**src/rtl/rv_xocc_cmd_queue_if.sv**
```systemverilog
// Signal bundle between the XOCC command queue, the RISC-V core port and the DSA wrapper.
// The queue takes the slave modport; whatever drives the core and DSA sides takes the master modport.
interface rv_xocc_cmd_queue_if #(
    parameter int CMD_DEPTH = 8,
    parameter int RSP_DEPTH = 8
);
    // Core command side
    logic                         cpu_cmd_wr_en;
    logic [31:0]                  cpu_cmd_wdata;
    logic                         cpu_cmd_abort;
    logic                         cpu_cmd_ready;

    // Core response side
    logic                         cpu_rsp_rd_en;
    logic [31:0]                  cpu_rsp_rdata;
    logic                         cpu_rsp_valid;

    // DSA side
    logic [95:0]                  rv_xocc_cmd_buffer;
    logic                         rv_xocc_cmd_empty;
    logic                         rv_xocc_cmd_rd_en;
    logic [31:0]                  rv_xocc_rsp_buffer;
    logic                         rv_xocc_rsp_wr_en;
    logic                         rv_xocc_rsp_full;

    // Status
    logic [$clog2(CMD_DEPTH):0]   cmd_count;
    logic [$clog2(RSP_DEPTH):0]   rsp_count;
    logic [3:0]                   err_flags;
    logic                         err_clear;

    modport slave (
        input  cpu_cmd_wr_en, cpu_cmd_wdata, cpu_cmd_abort, cpu_rsp_rd_en,
               rv_xocc_cmd_rd_en, rv_xocc_rsp_buffer, rv_xocc_rsp_wr_en, err_clear,
        output cpu_cmd_ready, cpu_rsp_rdata, cpu_rsp_valid,
               rv_xocc_cmd_buffer, rv_xocc_cmd_empty, rv_xocc_rsp_full,
               cmd_count, rsp_count, err_flags
    );

    modport master (
        output cpu_cmd_wr_en, cpu_cmd_wdata, cpu_cmd_abort, cpu_rsp_rd_en,
               rv_xocc_cmd_rd_en, rv_xocc_rsp_buffer, rv_xocc_rsp_wr_en, err_clear,
        input  cpu_cmd_ready, cpu_rsp_rdata, cpu_rsp_valid,
               rv_xocc_cmd_buffer, rv_xocc_cmd_empty, rv_xocc_rsp_full,
               cmd_count, rsp_count, err_flags
    );
endinterface

```
**src/rtl/rv_xocc_cmd_queue.sv**
```systemverilog
// XOCC command/response queue: packs three 32-bit core words into a 96-bit DSA command,
// buffers DSA responses for the core, and keeps occupancy counts and sticky protocol errors.
module rv_xocc_cmd_queue #(
    parameter int CMD_DEPTH = 8,
    parameter int RSP_DEPTH = 8
) (
    input  logic                  axi_aclk,
    input  logic                  axi_areset,
    rv_xocc_cmd_queue_if.slave    bus
);
    localparam int CAW = $clog2(CMD_DEPTH);
    localparam int RAW = $clog2(RSP_DEPTH);

    typedef enum logic [1:0] {
        W0 = 2'd0,
        W1 = 2'd1,
        W2 = 2'd2
    } asm_state_t;

    asm_state_t        state, state_next;
    logic [63:0]       hold, hold_next;
    logic              cmd_ready;
    logic              cmd_push;
    logic              cmd_ovf;

    logic [95:0]       cmd_mem [CMD_DEPTH];
    logic [CAW-1:0]    cmd_wr_ptr, cmd_rd_ptr;
    logic [CAW:0]      cmd_cnt;
    logic              cmd_full, cmd_empty, cmd_pop;

    logic [31:0]       rsp_mem [RSP_DEPTH];
    logic [RAW-1:0]    rsp_wr_ptr, rsp_rd_ptr;
    logic [RAW:0]      rsp_cnt;
    logic              rsp_full, rsp_empty, rsp_push, rsp_pop;

    logic [3:0]        err_set, err_q;

    // Ready only drops when the word would complete a command that has nowhere to go.
    assign cmd_ready = !(state == W2 && cmd_full);

    // ------------------------------------------------------------------
    // Assembler FSM
    // ------------------------------------------------------------------
    always_comb begin
        // NOTE: every output of this block gets a default first so no path leaves it unassigned and no latch is inferred.
        state_next = state;
        hold_next  = hold;
        cmd_push   = 1'b0;
        cmd_ovf    = 1'b0;

        if (bus.cpu_cmd_abort) begin
            state_next = W0;
            hold_next  = '0;
        end else if (bus.cpu_cmd_wr_en) begin
            if (!cmd_ready) begin
                cmd_ovf = 1'b1;
            end else begin
                case (state)
                    W0: begin
                        hold_next[31:0] = bus.cpu_cmd_wdata;
                        state_next      = W1;
                    end
                    W1: begin
                        hold_next[63:32] = bus.cpu_cmd_wdata;
                        state_next       = W2;
                    end
                    W2: begin
                        cmd_push   = 1'b1;
                        state_next = W0;
                    end
                    default: state_next = W0;
                endcase
            end
        end
    end

    // NOTE: sequential state uses non-blocking assignments so every flop samples pre-edge values.
    always_ff @(posedge axi_aclk or posedge axi_areset) begin
        if (axi_areset) begin
            state <= W0;
            hold  <= '0;
        end else begin
            state <= state_next;
            hold  <= hold_next;
        end
    end

    // ------------------------------------------------------------------
    // Command FIFO
    // ------------------------------------------------------------------
    assign cmd_full  = (cmd_cnt == (CAW+1)'(CMD_DEPTH));
    assign cmd_empty = (cmd_cnt == '0);
    assign cmd_pop   = bus.rv_xocc_cmd_rd_en && !cmd_empty;

    // NOTE: storage arrays are not reset; emptiness comes from the reset count and the head is gated to zero.
    always_ff @(posedge axi_aclk) begin
        if (cmd_push) begin
            cmd_mem[cmd_wr_ptr] <= {bus.cpu_cmd_wdata, hold};
        end
    end

    always_ff @(posedge axi_aclk or posedge axi_areset) begin
        if (axi_areset) begin
            cmd_wr_ptr <= '0;
            cmd_rd_ptr <= '0;
            cmd_cnt    <= '0;
        end else begin
            if (cmd_push) cmd_wr_ptr <= cmd_wr_ptr + CAW'(1);
            if (cmd_pop)  cmd_rd_ptr <= cmd_rd_ptr + CAW'(1);
            case ({cmd_push, cmd_pop})
                2'b10:   cmd_cnt <= cmd_cnt + (CAW+1)'(1);
                2'b01:   cmd_cnt <= cmd_cnt - (CAW+1)'(1);
                default: cmd_cnt <= cmd_cnt;
            endcase
        end
    end

    // ------------------------------------------------------------------
    // Response FIFO
    // ------------------------------------------------------------------
    assign rsp_full  = (rsp_cnt == (RAW+1)'(RSP_DEPTH));
    assign rsp_empty = (rsp_cnt == '0);
    assign rsp_push  = bus.rv_xocc_rsp_wr_en && !rsp_full;
    assign rsp_pop   = bus.cpu_rsp_rd_en && !rsp_empty;

    always_ff @(posedge axi_aclk) begin
        if (rsp_push) begin
            rsp_mem[rsp_wr_ptr] <= bus.rv_xocc_rsp_buffer;
        end
    end

    always_ff @(posedge axi_aclk or posedge axi_areset) begin
        if (axi_areset) begin
            rsp_wr_ptr <= '0;
            rsp_rd_ptr <= '0;
            rsp_cnt    <= '0;
        end else begin
            if (rsp_push) rsp_wr_ptr <= rsp_wr_ptr + RAW'(1);
            if (rsp_pop)  rsp_rd_ptr <= rsp_rd_ptr + RAW'(1);
            case ({rsp_push, rsp_pop})
                2'b10:   rsp_cnt <= rsp_cnt + (RAW+1)'(1);
                2'b01:   rsp_cnt <= rsp_cnt - (RAW+1)'(1);
                default: rsp_cnt <= rsp_cnt;
            endcase
        end
    end

    // ------------------------------------------------------------------
    // Sticky errors: a new event beats a simultaneous clear for its own bit.
    // ------------------------------------------------------------------
    assign err_set = {
        bus.cpu_rsp_rd_en     && rsp_empty,
        bus.rv_xocc_rsp_wr_en && rsp_full,
        bus.rv_xocc_cmd_rd_en && cmd_empty,
        cmd_ovf
    };

    always_ff @(posedge axi_aclk or posedge axi_areset) begin
        if (axi_areset) begin
            err_q <= '0;
        end else begin
            err_q <= (bus.err_clear ? 4'b0000 : err_q) | err_set;
        end
    end

    // ------------------------------------------------------------------
    // Outputs
    // ------------------------------------------------------------------
    assign bus.cpu_cmd_ready      = cmd_ready;
    assign bus.rv_xocc_cmd_empty  = cmd_empty;
    assign bus.rv_xocc_cmd_buffer = cmd_empty ? 96'h0 : cmd_mem[cmd_rd_ptr];
    assign bus.rv_xocc_rsp_full   = rsp_full;
    assign bus.cpu_rsp_valid      = !rsp_empty;
    assign bus.cpu_rsp_rdata      = rsp_empty ? 32'h0 : rsp_mem[rsp_rd_ptr];
    assign bus.cmd_count          = cmd_cnt;
    assign bus.rsp_count          = rsp_cnt;
    assign bus.err_flags          = err_q;

endmodule
```
**src/flat_wrapper.sv**
```systemverilog
// flat-port wrapper written by rule: the top's interface ports become plain ports
module rv_xocc_cmd_queue_flat 
#(
    parameter int CMD_DEPTH = 8,
    parameter int RSP_DEPTH = 8
)
  (axi_aclk, axi_areset, bus_cpu_cmd_wr_en, bus_cpu_cmd_wdata, bus_cpu_cmd_abort, bus_cpu_rsp_rd_en, bus_rv_xocc_cmd_rd_en, bus_rv_xocc_rsp_buffer, bus_rv_xocc_rsp_wr_en, bus_err_clear, bus_cpu_cmd_ready, bus_cpu_rsp_rdata, bus_cpu_rsp_valid, bus_rv_xocc_cmd_buffer, bus_rv_xocc_cmd_empty, bus_rv_xocc_rsp_full, bus_cmd_count, bus_rsp_count, bus_err_flags);
  rv_xocc_cmd_queue_if #(.CMD_DEPTH(CMD_DEPTH), .RSP_DEPTH(RSP_DEPTH)) bus_i ();
  input  logic axi_aclk;
  input  logic axi_areset;
  input wire logic [$bits(bus_i.cpu_cmd_wr_en)-1:0] bus_cpu_cmd_wr_en;
  input wire logic [$bits(bus_i.cpu_cmd_wdata)-1:0] bus_cpu_cmd_wdata;
  input wire logic [$bits(bus_i.cpu_cmd_abort)-1:0] bus_cpu_cmd_abort;
  input wire logic [$bits(bus_i.cpu_rsp_rd_en)-1:0] bus_cpu_rsp_rd_en;
  input wire logic [$bits(bus_i.rv_xocc_cmd_rd_en)-1:0] bus_rv_xocc_cmd_rd_en;
  input wire logic [$bits(bus_i.rv_xocc_rsp_buffer)-1:0] bus_rv_xocc_rsp_buffer;
  input wire logic [$bits(bus_i.rv_xocc_rsp_wr_en)-1:0] bus_rv_xocc_rsp_wr_en;
  input wire logic [$bits(bus_i.err_clear)-1:0] bus_err_clear;
  output wire logic [$bits(bus_i.cpu_cmd_ready)-1:0] bus_cpu_cmd_ready;
  output wire logic [$bits(bus_i.cpu_rsp_rdata)-1:0] bus_cpu_rsp_rdata;
  output wire logic [$bits(bus_i.cpu_rsp_valid)-1:0] bus_cpu_rsp_valid;
  output wire logic [$bits(bus_i.rv_xocc_cmd_buffer)-1:0] bus_rv_xocc_cmd_buffer;
  output wire logic [$bits(bus_i.rv_xocc_cmd_empty)-1:0] bus_rv_xocc_cmd_empty;
  output wire logic [$bits(bus_i.rv_xocc_rsp_full)-1:0] bus_rv_xocc_rsp_full;
  output wire logic [$bits(bus_i.cmd_count)-1:0] bus_cmd_count;
  output wire logic [$bits(bus_i.rsp_count)-1:0] bus_rsp_count;
  output wire logic [$bits(bus_i.err_flags)-1:0] bus_err_flags;
  assign bus_i.cpu_cmd_wr_en = bus_cpu_cmd_wr_en;
  assign bus_i.cpu_cmd_wdata = bus_cpu_cmd_wdata;
  assign bus_i.cpu_cmd_abort = bus_cpu_cmd_abort;
  assign bus_i.cpu_rsp_rd_en = bus_cpu_rsp_rd_en;
  assign bus_i.rv_xocc_cmd_rd_en = bus_rv_xocc_cmd_rd_en;
  assign bus_i.rv_xocc_rsp_buffer = bus_rv_xocc_rsp_buffer;
  assign bus_i.rv_xocc_rsp_wr_en = bus_rv_xocc_rsp_wr_en;
  assign bus_i.err_clear = bus_err_clear;
  assign bus_cpu_cmd_ready = bus_i.cpu_cmd_ready;
  assign bus_cpu_rsp_rdata = bus_i.cpu_rsp_rdata;
  assign bus_cpu_rsp_valid = bus_i.cpu_rsp_valid;
  assign bus_rv_xocc_cmd_buffer = bus_i.rv_xocc_cmd_buffer;
  assign bus_rv_xocc_cmd_empty = bus_i.rv_xocc_cmd_empty;
  assign bus_rv_xocc_rsp_full = bus_i.rv_xocc_rsp_full;
  assign bus_cmd_count = bus_i.cmd_count;
  assign bus_rsp_count = bus_i.rsp_count;
  assign bus_err_flags = bus_i.err_flags;
  rv_xocc_cmd_queue #(.CMD_DEPTH(CMD_DEPTH), .RSP_DEPTH(RSP_DEPTH)) u_core (.axi_aclk(axi_aclk), .axi_areset(axi_areset), .bus(bus_i));
endmodule
```
**config.mk**
```make
export PLATFORM = sky130hd
export DESIGN_NAME = rv_xocc_cmd_queue_flat
export DESIGN_NICKNAME = d
export VERILOG_FILES = /design/src/rtl/rv_xocc_cmd_queue_if.sv /design/src/rtl/rv_xocc_cmd_queue.sv /design/src/flat_wrapper.sv
export SDC_FILE = /design/constraint.sdc
export NUM_CORES = 1
export LEC_CHECK = 0
export ABC_AREA = 1
export BUFFER_PORTS_ARGS = -buffer_cell sky130_fd_sc_hd__clkbuf_2
export CELL_PAD_IN_SITES_DETAIL_PLACEMENT = 1
export CELL_PAD_IN_SITES_GLOBAL_PLACEMENT = 1
export CORE_MARGIN = 2
export CORE_UTILIZATION = 50
export DETAILED_ROUTE_END_ITERATION = 16
export PLACE_DENSITY_LB_ADDON = 0.1
export SETUP_SLACK_MARGIN = 0.02
export SYNTH_ARGS = -nofsm -noshare
export SYNTH_HDL_FRONTEND = slang
export SYNTH_SLANG_ARGS = --single-unit
```
**constraint.sdc**
```tcl
create_clock -name axi_aclk -period 6.3 [get_ports axi_aclk]
set_clock_uncertainty 0.15 [all_clocks]
set_input_delay 1.575 -clock axi_aclk [delete_from_list [all_inputs] [get_ports axi_aclk]]
set_output_delay 1.575 -clock axi_aclk [all_outputs]
set_load 0.1 [all_outputs]
```
== Word level (Yosys, flattened, before mapping) ==
Memory sizes are Yosys's and may differ from the RTL's.
Index checks and enable logic that the tools add are counted.

* Bits in registers: 90
* Memory bits (writable): 1024
* Input port bits: 72
* Output and inout port bits: 144
* Memories: 2

{| class="wikitable"
|+ Memory list
! name !! words !! bits a word !! rd ports !! clocked after memory_dff !! write ports !! RTL line !! source
|-
| u_core.cmd_mem || 8 || 96 || 1 || 0 || 1 || rv_xocc_cmd_queue.sv:26 || <nowiki>logic [95:0] cmd_mem [CMD_DEPTH];</nowiki>
|-
| u_core.rsp_mem || 8 || 32 || 1 || 0 || 1 || rv_xocc_cmd_queue.sv:31 || <nowiki>logic [31:0] rsp_mem [RSP_DEPTH];</nowiki>
|}

* Add/sub/neg operators: 8
* Equality and inequality tests: 9
* Multiplexer cells: 25
* Bitwise logic cells: 1
* Reduce and logical (&&, ||, !) cells: 22

{| class="wikitable"
|+ Operators with widths
! operator !! number
|-
| two-way mux 64 bit || 3
|-
| two-way mux 32 bit || 3
|-
| two-way mux 96 bit || 1
|-
| one-hot mux 4 bit (2 select lines) || 2
|-
| adder 3 x 1 -> 3 bit, second input constant || 4
|-
| two-way mux 1 bit || 11
|-
| nonzero test 2 bit || 5
|-
| adder 4 x 1 -> 4 bit, second input constant || 2
|-
| == test 4 bit, second input constant || 2
|-
| logical NOT 4 bit || 2
|-
| subtractor 4 x 1 -> 4 bit, second input constant || 2
|-
| logical AND 1 bit || 7
|-
| == test 2 x 1 -> 1 bit, second input constant || 3
|-
| == test 2 bit, second input constant || 3
|-
| two-way mux 2 bit || 3
|-
| AND reduction 3 bit || 2
|-
| logical NOT 1 bit || 4
|-
| two-way mux 4 bit || 1
|-
| OR 4 bit || 1
|-
| one-hot mux 2 bit (2 select lines) || 1
|-
| logical NOT 2 bit || 1
|-
| inequality test 2 bit, second input constant || 1
|-
| AND reduction 2 bit || 1
|}

== Depth between registers and ports, before layout ==
Gate-level depths: netlist of the first run.

* Depth in word-level cells: 7
* Mapped depth: 13
* Depth with buffers taken out: 13

== Worst setup path before layout of the first run ==
OpenSTA, ideal clock, no wires.

* Path type: input to register
* Start: in bus_cpu_cmd_wr_en
* End: mem u_core.cmd_mem[0][0], enable pin
* Setup time: 0.551 ns
* Arrival: 6.284 ns
* Data required time: 5.599 ns
* Path slack: -0.686 ns
* Stages on the path: 5
* Buffers on the path: 0
* Cell sequence: inv_1 -> nor2_1 -> nand3_1 -> or2_2 -> nor2_1

* Cells in the longest elaborated chain, start to end: 4

{| class="wikitable"
|+ Ends and longest elaborated chain
! element !! RTL line !! source
|-
| from (decl) || flat_wrapper.sv:11 || <nowiki>input wire logic [$bits(bus_i.cpu_cmd_wr_en)-1:0] bus_cpu_cmd_wr_en;</nowiki>
|-
| two-way mux 1 bit || rv_xocc_cmd_queue.sv:54 || <nowiki>end else if (bus.cpu_cmd_wr_en) begin</nowiki>
|-
| two-way mux 1 bit || rv_xocc_cmd_queue.sv:51 || <nowiki>if (bus.cpu_cmd_abort) begin</nowiki>
|-
| two-way mux 1 bit || rv_xocc_cmd_queue.sv:97 || <nowiki>if (cmd_push) begin</nowiki>
|-
| two-way mux 1 bit (implied by the code) || rv_xocc_cmd_queue.sv:98 || <nowiki>cmd_mem[cmd_wr_ptr] <= {bus.cpu_cmd_wdata, hold};</nowiki>
|-
| to (decl) || rv_xocc_cmd_queue.sv:26 ||
|}

No other way between the ends.

== Worst setup path after layout of the first run ==
* Start: reg u_core.cmd_rd_ptr[1]
* End: out bus_rv_xocc_cmd_buffer[63]

* Cells in the longest elaborated chain, start to end: 2

{| class="wikitable"
|+ Ends and longest elaborated chain
! element !! RTL line !! source
|-
| from (decl) || rv_xocc_cmd_queue.sv:27 || <nowiki>logic [CAW-1:0] cmd_wr_ptr, cmd_rd_ptr;</nowiki>
|-
| from (signal assigned) || rv_xocc_cmd_queue.sv:109 || <nowiki>if (cmd_pop) cmd_rd_ptr <= cmd_rd_ptr + CAW'(1);</nowiki>
|-
| memory (8 x 96 bit) || n/a ||
|-
| two-way mux 96 bit || rv_xocc_cmd_queue.sv:171 || <nowiki>assign bus.rv_xocc_cmd_buffer = cmd_empty ? 96'h0 : cmd_mem[cmd_rd_ptr];</nowiki>
|-
| to (decl) || flat_wrapper.sv:22 || <nowiki>output wire logic [$bits(bus_i.rv_xocc_cmd_buffer)-1:0] bus_rv_xocc_cmd_buffer;</nowiki>
|}

No other way between the ends.

==> impl_metrics.yaml, run 1 <==
sta:
  tightest_slew_ns: 1.17
  finalWorstSetupSlack_ns: 0.480
  period_share: 0.924
  total_negative_slack_for_setup_checks_ns: 0
  hold_violations: 0
  unrepaired_setup_endpoints_after_global_routing: "false"
  maxSlewHeadroom: 0.218
  top_achievable_clock_speed_mhz: 172
  final-max-slew-violation-count: 0
  setup_viol: 0
  final.min_clock_period_ns: 5.82
yosys:
  postSynthNetCount: 3548
  post_synth_fa_ha_maj_area_fraction: 0.00331
  synthesis.area_sq_um: 43900
  cell_variety_after_synth: 28
  synth_top_family_by_area: "compound AO/OA/AOI/OAI gates"
  synth_compound_area_frac: 0.107
  syn-instance-count: 3465
  syn_area_per_cell_sq_um: 12.7
  synthSimpleGateAreaFrac: 0.104
  yosys_register_bits: 1114
  synth.mux.area_fraction: 0
  ys.warnings.count: 0
  synthXorXnorAreaFrac: 0.00219
  yosysSeqAreaShare: 0.752
finish:
  area_growth_syn_to_layout_pct: 13.5
  nFillCells: 8628
  fin_util: 0.574
  fin_nets: 3709
  post_route_cells_drive_above_1_share: 0.128
  layout.cells.non_filler: 4885
place:
  final_gp_congestion: 0.769
  io_buffer_count: 215
  dp.cells: 4666
  dp_hpwl_um: 69500
  dp_worst_setup_slack_ns: 1.17
routing:
  postRouteAntennaNets: 0
  wl_per_cell_um: 24.9
  via_count: 28385
  routed_wirelength_um: 122000
  post-route-drc-count: 0
  drt_iter0_drc: 2082
  drt_pass1_iterations: 5
  vias_per_cell: 5.81
critical_path:
  path_max_fanout: 60
  crit_path_end_kind: "primary output"
  crit_required_ns: 4.58
  startpoint_type: "flip-flop"
  crit_type: "reg2out"
  critical_path_arrival_ns: 4.09
global_routing:
  grt_pass1_vias: 30242
  gr-total-overflow: 0
  grt_pass1_wl_um: 185000
  groute.usage.overall: 0.271
  largest_net_degree_at_the_start_of_global_routing: 167
  antenna_violations_before_repair: 10
floorplanning:
  num_io_pins: 216
  core-area_sq_um: 86900
  dieHeight_um: 300
  rows: 108
  floorplan.initialDensity: 0.505
  die-width_um: 300
  design.die.area_sq_um: 90200
clock_network:
  clock_tree.root_cell: "sky130_fd_sc_hd__clkbuf_16"
  cts.reportedPaths.clkPinSlew_ns: 0.06
  holdBufCountCts: 0
  worstSkewPairLatency_ns: 0.67
  clock_buffers_created_by_tritoncts: 113
  cts_repair_resize_count: 0
  clock_tree.buffer_depth: 3
  cts_htree_levels: 3
  post-cts-setup-buffers: 0
  cts.sinks: 1114
  cts_tree: "built"
outcome:
  status: "complete, no violations"
hold_path:
  min_path_type: "reg2reg"
flow_run:
  cap_violations: 0
==> placed cells by master (no fill, tap or decap), types with 10 or more instances in the layout <==
cell type,instances
sky130_fd_sc_hd__nor2_1,909
sky130_fd_sc_hd__clkinv_2,22
sky130_fd_sc_hd__ha_1,10
sky130_fd_sc_hd__clkinvlp_4,10
sky130_fd_sc_hd__o21ai_0,475
sky130_fd_sc_hd__o22ai_1,129
sky130_fd_sc_hd__nand3_1,74
sky130_fd_sc_hd__o211ai_1,128
sky130_fd_sc_hd__bufinv_16,12
sky130_fd_sc_hd__dfrtp_1,84
sky130_fd_sc_hd__clkbuf_2,215
sky130_fd_sc_hd__buf_12,17
sky130_fd_sc_hd__edfxtp_1,1024
sky130_fd_sc_hd__buf_4,42
sky130_fd_sc_hd__clkinv_1,21
sky130_fd_sc_hd__clkbuf_16,117
sky130_fd_sc_hd__inv_1,62
sky130_fd_sc_hd__clkbuf_1,22
sky130_fd_sc_hd__nand2_1,184
sky130_fd_sc_hd__o21ai_1,111
==> critical path, cell delays in order (launching register included) <==
cell and delay (ns):
sky130_fd_sc_hd__dfrtp_4 0.89, sky130_fd_sc_hd__clkinv_2 1.06, sky130_fd_sc_hd__buf_4 0.60, sky130_fd_sc_hd__o21ai_1 0.16, sky130_fd_sc_hd__o22ai_1 0.11, sky130_fd_sc_hd__nor2_1 0.10, sky130_fd_sc_hd__nor2_1 0.10, sky130_fd_sc_hd__clkbuf_2 0.38
==> registers in the layout (all words and copies together), names as in the netlist <==
| signal | flops |
|---|---|
| u_core.bus.err_flags | 4 |
| u_core.hold | 64 |
| u_core.rsp_rd_ptr | 3 |
| u_core.bus.rsp_count | 4 |
| u_core.cmd_mem | 768 |
| u_core.cmd_wr_ptr | 3 |
| u_core.bus.cmd_count | 4 |
| u_core.state | 2 |
| u_core.rsp_mem | 256 |
| u_core.cmd_rd_ptr | 3 |
| u_core.rsp_wr_ptr | 3 |
==> cell families (layout without fill, tap and decap cells) <==
logic type / after synthesis / count (layout)
other cells: 0 / 5
xor+xnor: 11 / 11
flops: 1114 / 1114
compound gates: 845 / 845
simple gates: 1189 / 1189
buf+inv: 295 / 555
fa+ha+maj: 11 / 11
==> layout make-up <==
cell class | count | area, sq um | share of cell area
clock buffer | 145 | 3090 | 0.0621
antenna | 5 | 12.5 | 0.000251
inverter | 67 | 268 | 0.00537
clock inverter | 69 | 663 | 0.0133
multi-input combinational | 2056 | 9610 | 0.193
timing repair buffer | 274 | 1730 | 0.0347
tap | 1155 | 1450 | 0.0290
sequential | 1114 | 33000 | 0.662
==> synth_stat cells <==
master / count / area, sq um
sky130_fd_sc_hd__o211ai_1: 128 / 961
sky130_fd_sc_hd__edfxtp_1: 1024 / 30700
sky130_fd_sc_hd__clkbuf_2: 11 / 55.1
sky130_fd_sc_hd__xor2_1: 5 / 43.8
sky130_fd_sc_hd__buf_8: 2 / 30.0
sky130_fd_sc_hd__clkbuf_4: 5 / 37.5
sky130_fd_sc_hd__ha_1: 10 / 125
sky130_fd_sc_hd__buf_1: 12 / 45.0
sky130_fd_sc_hd__nand4_1: 1 / 6.26
sky130_fd_sc_hd__o21ai_0: 475 / 2380
sky130_fd_sc_hd__buf_2: 46 / 230
sky130_fd_sc_hd__dfrtp_1: 90 / 2250
sky130_fd_sc_hd__nand2_1: 186 / 698
sky130_fd_sc_hd__inv_6: 1 / 8.76
sky130_fd_sc_hd__fa_1: 1 / 20.0
sky130_fd_sc_hd__inv_2: 1 / 3.75
sky130_fd_sc_hd__o22ai_1: 129 / 807
sky130_fd_sc_hd__clkbuf_1: 119 / 447
sky130_fd_sc_hd__o21ai_1: 111 / 556
sky130_fd_sc_hd__nand3_1: 74 / 370
sky130_fd_sc_hd__inv_1: 65 / 244
sky130_fd_sc_hd__buf_4: 22 / 165
sky130_fd_sc_hd__a31oi_1: 1 / 6.26
sky130_fd_sc_hd__nor2_1: 925 / 3470
sky130_fd_sc_hd__buf_6: 11 / 124
sky130_fd_sc_hd__a21oi_1: 1 / 5.00
sky130_fd_sc_hd__xnor2_1: 6 / 52.6
sky130_fd_sc_hd__or2_2: 3 / 18.8
==> metrics by stage <==
step | area (sq um) | hold WS, ns
6_report | 49800 | 0.372
2_1_floorplan | 43900 | 0.332
5_1_grt | 49800 | 0.398
3_5_place_dp | 46100 | 0.363
4_1_cts | 49800 | 0.374
3_3_place_gp | 46100 | 0.348
==> layer usage <==
metal | track usage | vias up | routed length, um
met2 | 0.477 | 780 | 62700
li1 | - | 12825 | -
met4 | 0.0746 | 12 | 2640
met1 | 0.352 | 14608 | 50400
met5 | 0 | - | 80
met3 | 0.0384 | 160 | 5930
==> path summary, 6_finish.rpt <==
check	cells past startpoint	slack (ns)	from	to
worst min register to register	1	0.37	u_core.bus.rsp_count[0]	u_core.bus.rsp_count[0]
min in group asynchronous	2	0.95	axi_areset	u_core.hold[19]
worst min-delay path	1	0.37	u_core.bus.rsp_count[0]	u_core.bus.rsp_count[0]
max in group asynchronous	3	4.08	axi_areset	u_core.hold[38]
worst max register to register	13	2.74	u_core.bus.cmd_count[1]	u_core.bus.cmd_count[2]
worst max-delay path	7	0.48	u_core.cmd_rd_ptr[1]	bus_rv_xocc_cmd_buffer[63]
Power of run 1 is not shown: default switching activity piles up to over one toggle a cycle in this logic, so the estimate is an artifact.
==> run 2: changes to the inputs <==
--- a/config.mk
+++ b/config.mk
@@ -9,6 +9,7 @@
 export BUFFER_PORTS_ARGS = -buffer_cell sky130_fd_sc_hd__clkbuf_2
 export CELL_PAD_IN_SITES_DETAIL_PLACEMENT = 1
 export CELL_PAD_IN_SITES_GLOBAL_PLACEMENT = 1
+export CORE_ASPECT_RATIO = 0.7
 export CORE_MARGIN = 2
 export CORE_UTILIZATION = 50
 export DETAILED_ROUTE_END_ITERATION = 16
==> run 2 against run 1 <==
Highest routed layer unchanged. Critical path type unchanged. Sequential cell count unchanged. Maximum frequency up 5.7%. Hold slack better by 0.0094 ns.
==> impl_metrics.yaml, run 2 (synthesis gave the netlist of run 1 again) <==
outcome:
  status: "complete, no violations"
clock_network:
  post-cts-setup-buffers: 0
  cts.reportedPaths.clkPinSlew_ns: 0.06
  holdBufCountCts: 0
  cts_repair_resize_count: 0
  cts_htree_levels: 3
  clock_tree.root_cell: "sky130_fd_sc_hd__clkbuf_16"
  cts.sinks: 1114
  cts_tree: "built"
  worstSkewPairLatency_ns: 0.67
  clock_tree.buffer_depth: 3
  clock_buffers_created_by_tritoncts: 106
finish:
  area_growth_syn_to_layout_pct: 12.7
  stdcell_area_sq_um: 49500
  largest_reg_flops: 768
  mostFrequentLayoutCell: "sky130_fd_sc_hd__edfxtp_1"
  post_route_cells_drive_above_1_share: 0.121
  fin_nets: 3695
  reg.largest.list: "u_core.cmd_mem: 768 flops, u_core.rsp_mem: 256 flops, u_core.hold: 64 flops"
  largest_register: "u_core.cmd_mem"
  layout_common_cells: "sky130_fd_sc_hd__edfxtp_1, sky130_fd_sc_hd__nor2_1, sky130_fd_sc_hd__o21ai_0, sky130_fd_sc_hd__clkbuf_2, sky130_fd_sc_hd__nand2_1"
global_routing:
  antenna_violations_before_repair: 4
  groute.usage.overall: 0.272
  largest_net_degree_at_the_start_of_global_routing: 218
  grt_pass1_vias: 30293
  grt_pass1_wl_um: 185000
  gr-total-overflow: 0
sta:
  setup_viol: 0
  finalWorstSetupSlack_ns: 0.794
  period_share: 0.874
  hold_violations: 0
  final-max-slew-violation-count: 0
  top_achievable_clock_speed_mhz: 182
  unrepaired_setup_endpoints_after_global_routing: "false"
  tightest_slew_ns: 1.18
  final.min_clock_period_ns: 5.51
  maxSlewHeadroom: 0.209
critical_path:
  worst_path_most_repeated_cell: "sky130_fd_sc_hd__nor2_1"
  worst_setup_path_startpoint: "u_core.cmd_rd_ptr[1]"
  path_max_fanout: 52
  crit_type: "reg2out"
  crit_path_end_kind: "primary output"
  crit-reg2reg-launch: "u_core.bus.cmd_count[1]"
  critical_path_arrival_ns: 3.78
  critPathSlowestCell: "sky130_fd_sc_hd__clkinv_2"
  timing.critical_path.cells: "clkinv_2 > buf_4 > o21ai_1 > o22ai_1 > nor2_1 > nor2_1 > clkbuf_2"
  startpoint_type: "flip-flop"
  crit_required_ns: 4.58
  delay_of_the_slowest_cell_on_the_worst_path_ns: 0.95
floorplanning:
  design.die.area_sq_um: 90200
  rows: 90
  die-width_um: 358
  dieHeight_um: 252
  floorplan.initialDensity: 0.507
  num_io_pins: 216
  core-area_sq_um: 86600
place:
  dp_worst_setup_slack_ns: 1.51
  final_gp_congestion: 0.776
  io_buffer_count: 215
  dp_hpwl_um: 69900
  standard_cell_area_after_detailed_placement_sq_um: 46000
hold_path:
  min_path_type: "reg2reg"
  worstHoldStart: "u_core.bus.rsp_count[0]"
routing:
  via_count: 28825
  drt_iter0_drc: 2843
  postRouteAntennaNets: 0
  drt_pass1_iterations: 6
  post-route-drc-count: 0
  wl_per_cell_um: 25.3
  routed_wirelength_um: 123000
  vias_per_cell: 5.94
flow_run:
  cap_violations: 0
-- run 2: cell count changes in the layout (fill, tap and decap cells not counted), moves of 2 or more --
cell,change
sky130_fd_sc_hd__buf_4,-8
sky130_fd_sc_hd__clkbuf_1,+8
sky130_fd_sc_hd__clkinv_2,-7
sky130_fd_sc_hd__clkinvlp_4,-7
sky130_fd_sc_hd__bufinv_16,-6
sky130_fd_sc_hd__clkbuf_16,-4
sky130_fd_sc_hd__clkbuf_8,+4
sky130_fd_sc_hd__diode_2,-3
sky130_fd_sc_hd__clkinv_4,-2
sky130_fd_sc_hd__inv_6,-2
-- run 2: worst max-delay path: cells and delay by family (launching register included) --
kind / cells / cell delay, ns
AOI/OAI and AO/OA: 2 / 0.25
and+or+nand+nor: 2 / 0.17
buffers and inverters: 3 / 1.92
DFF: 1 / 0.73
-- run 2: final cells by class --
| class | count | area [sq um] |
|---|---|---|
| Antenna cell | 2 | 5.00 |
| Timing Repair Buffer | 267 | 1690 |
| Clock inverter | 47 | 375 |
| Sequential cell | 1114 | 33000 |
| Clock buffer | 153 | 3080 |
| Tap cell | 1150 | 1440 |
| Multi-Input combinational cell | 2056 | 9610 |
| Fill cell | 8516 | 37100 |
| Inverter | 67 | 268 |
-- run 2: path summary, 6_finish.rpt --
kind                                                   end  slack [ns]  depth (start not counted)
worst max-delay path            bus_rv_xocc_cmd_buffer[76]        0.79                          7
max in group asynchronous                  u_core.hold[25]        4.00                          3
min in group asynchronous          u_core.bus.rsp_count[2]        0.77                          2
worst min-delay path               u_core.bus.rsp_count[0]        0.38                          1
worst min register to register     u_core.bus.rsp_count[0]        0.38                          1
worst max register to register     u_core.bus.cmd_count[2]        2.86                         13
-- run 2: per-stage QoR --
step	hold slack, ns	TNS, ns	utilization	cells
after floorplan	0.332	-263.33	-	3465
after global placement	0.353	0	0.532	4654
after detailed placement	0.365	0	0.532	4654
after CTS	0.382	0	0.571	4854
after global routing	0.401	0	0.571	4855
final	0.381	0	0.571	4856
-- run 2: metal layers --
layer	global-route usage	wire length (um)	vias to the layer above	share of wire
li1	-	-	12787	-
met1	0.395	54700	15008	0.45
met2	0.431	58200	847	0.47
met3	0.0424	7020	181	0.057
met4	0.0680	2730	2	0.022
met5	0	11	-	0.000090
Power of run 2 is left out for the same reason.
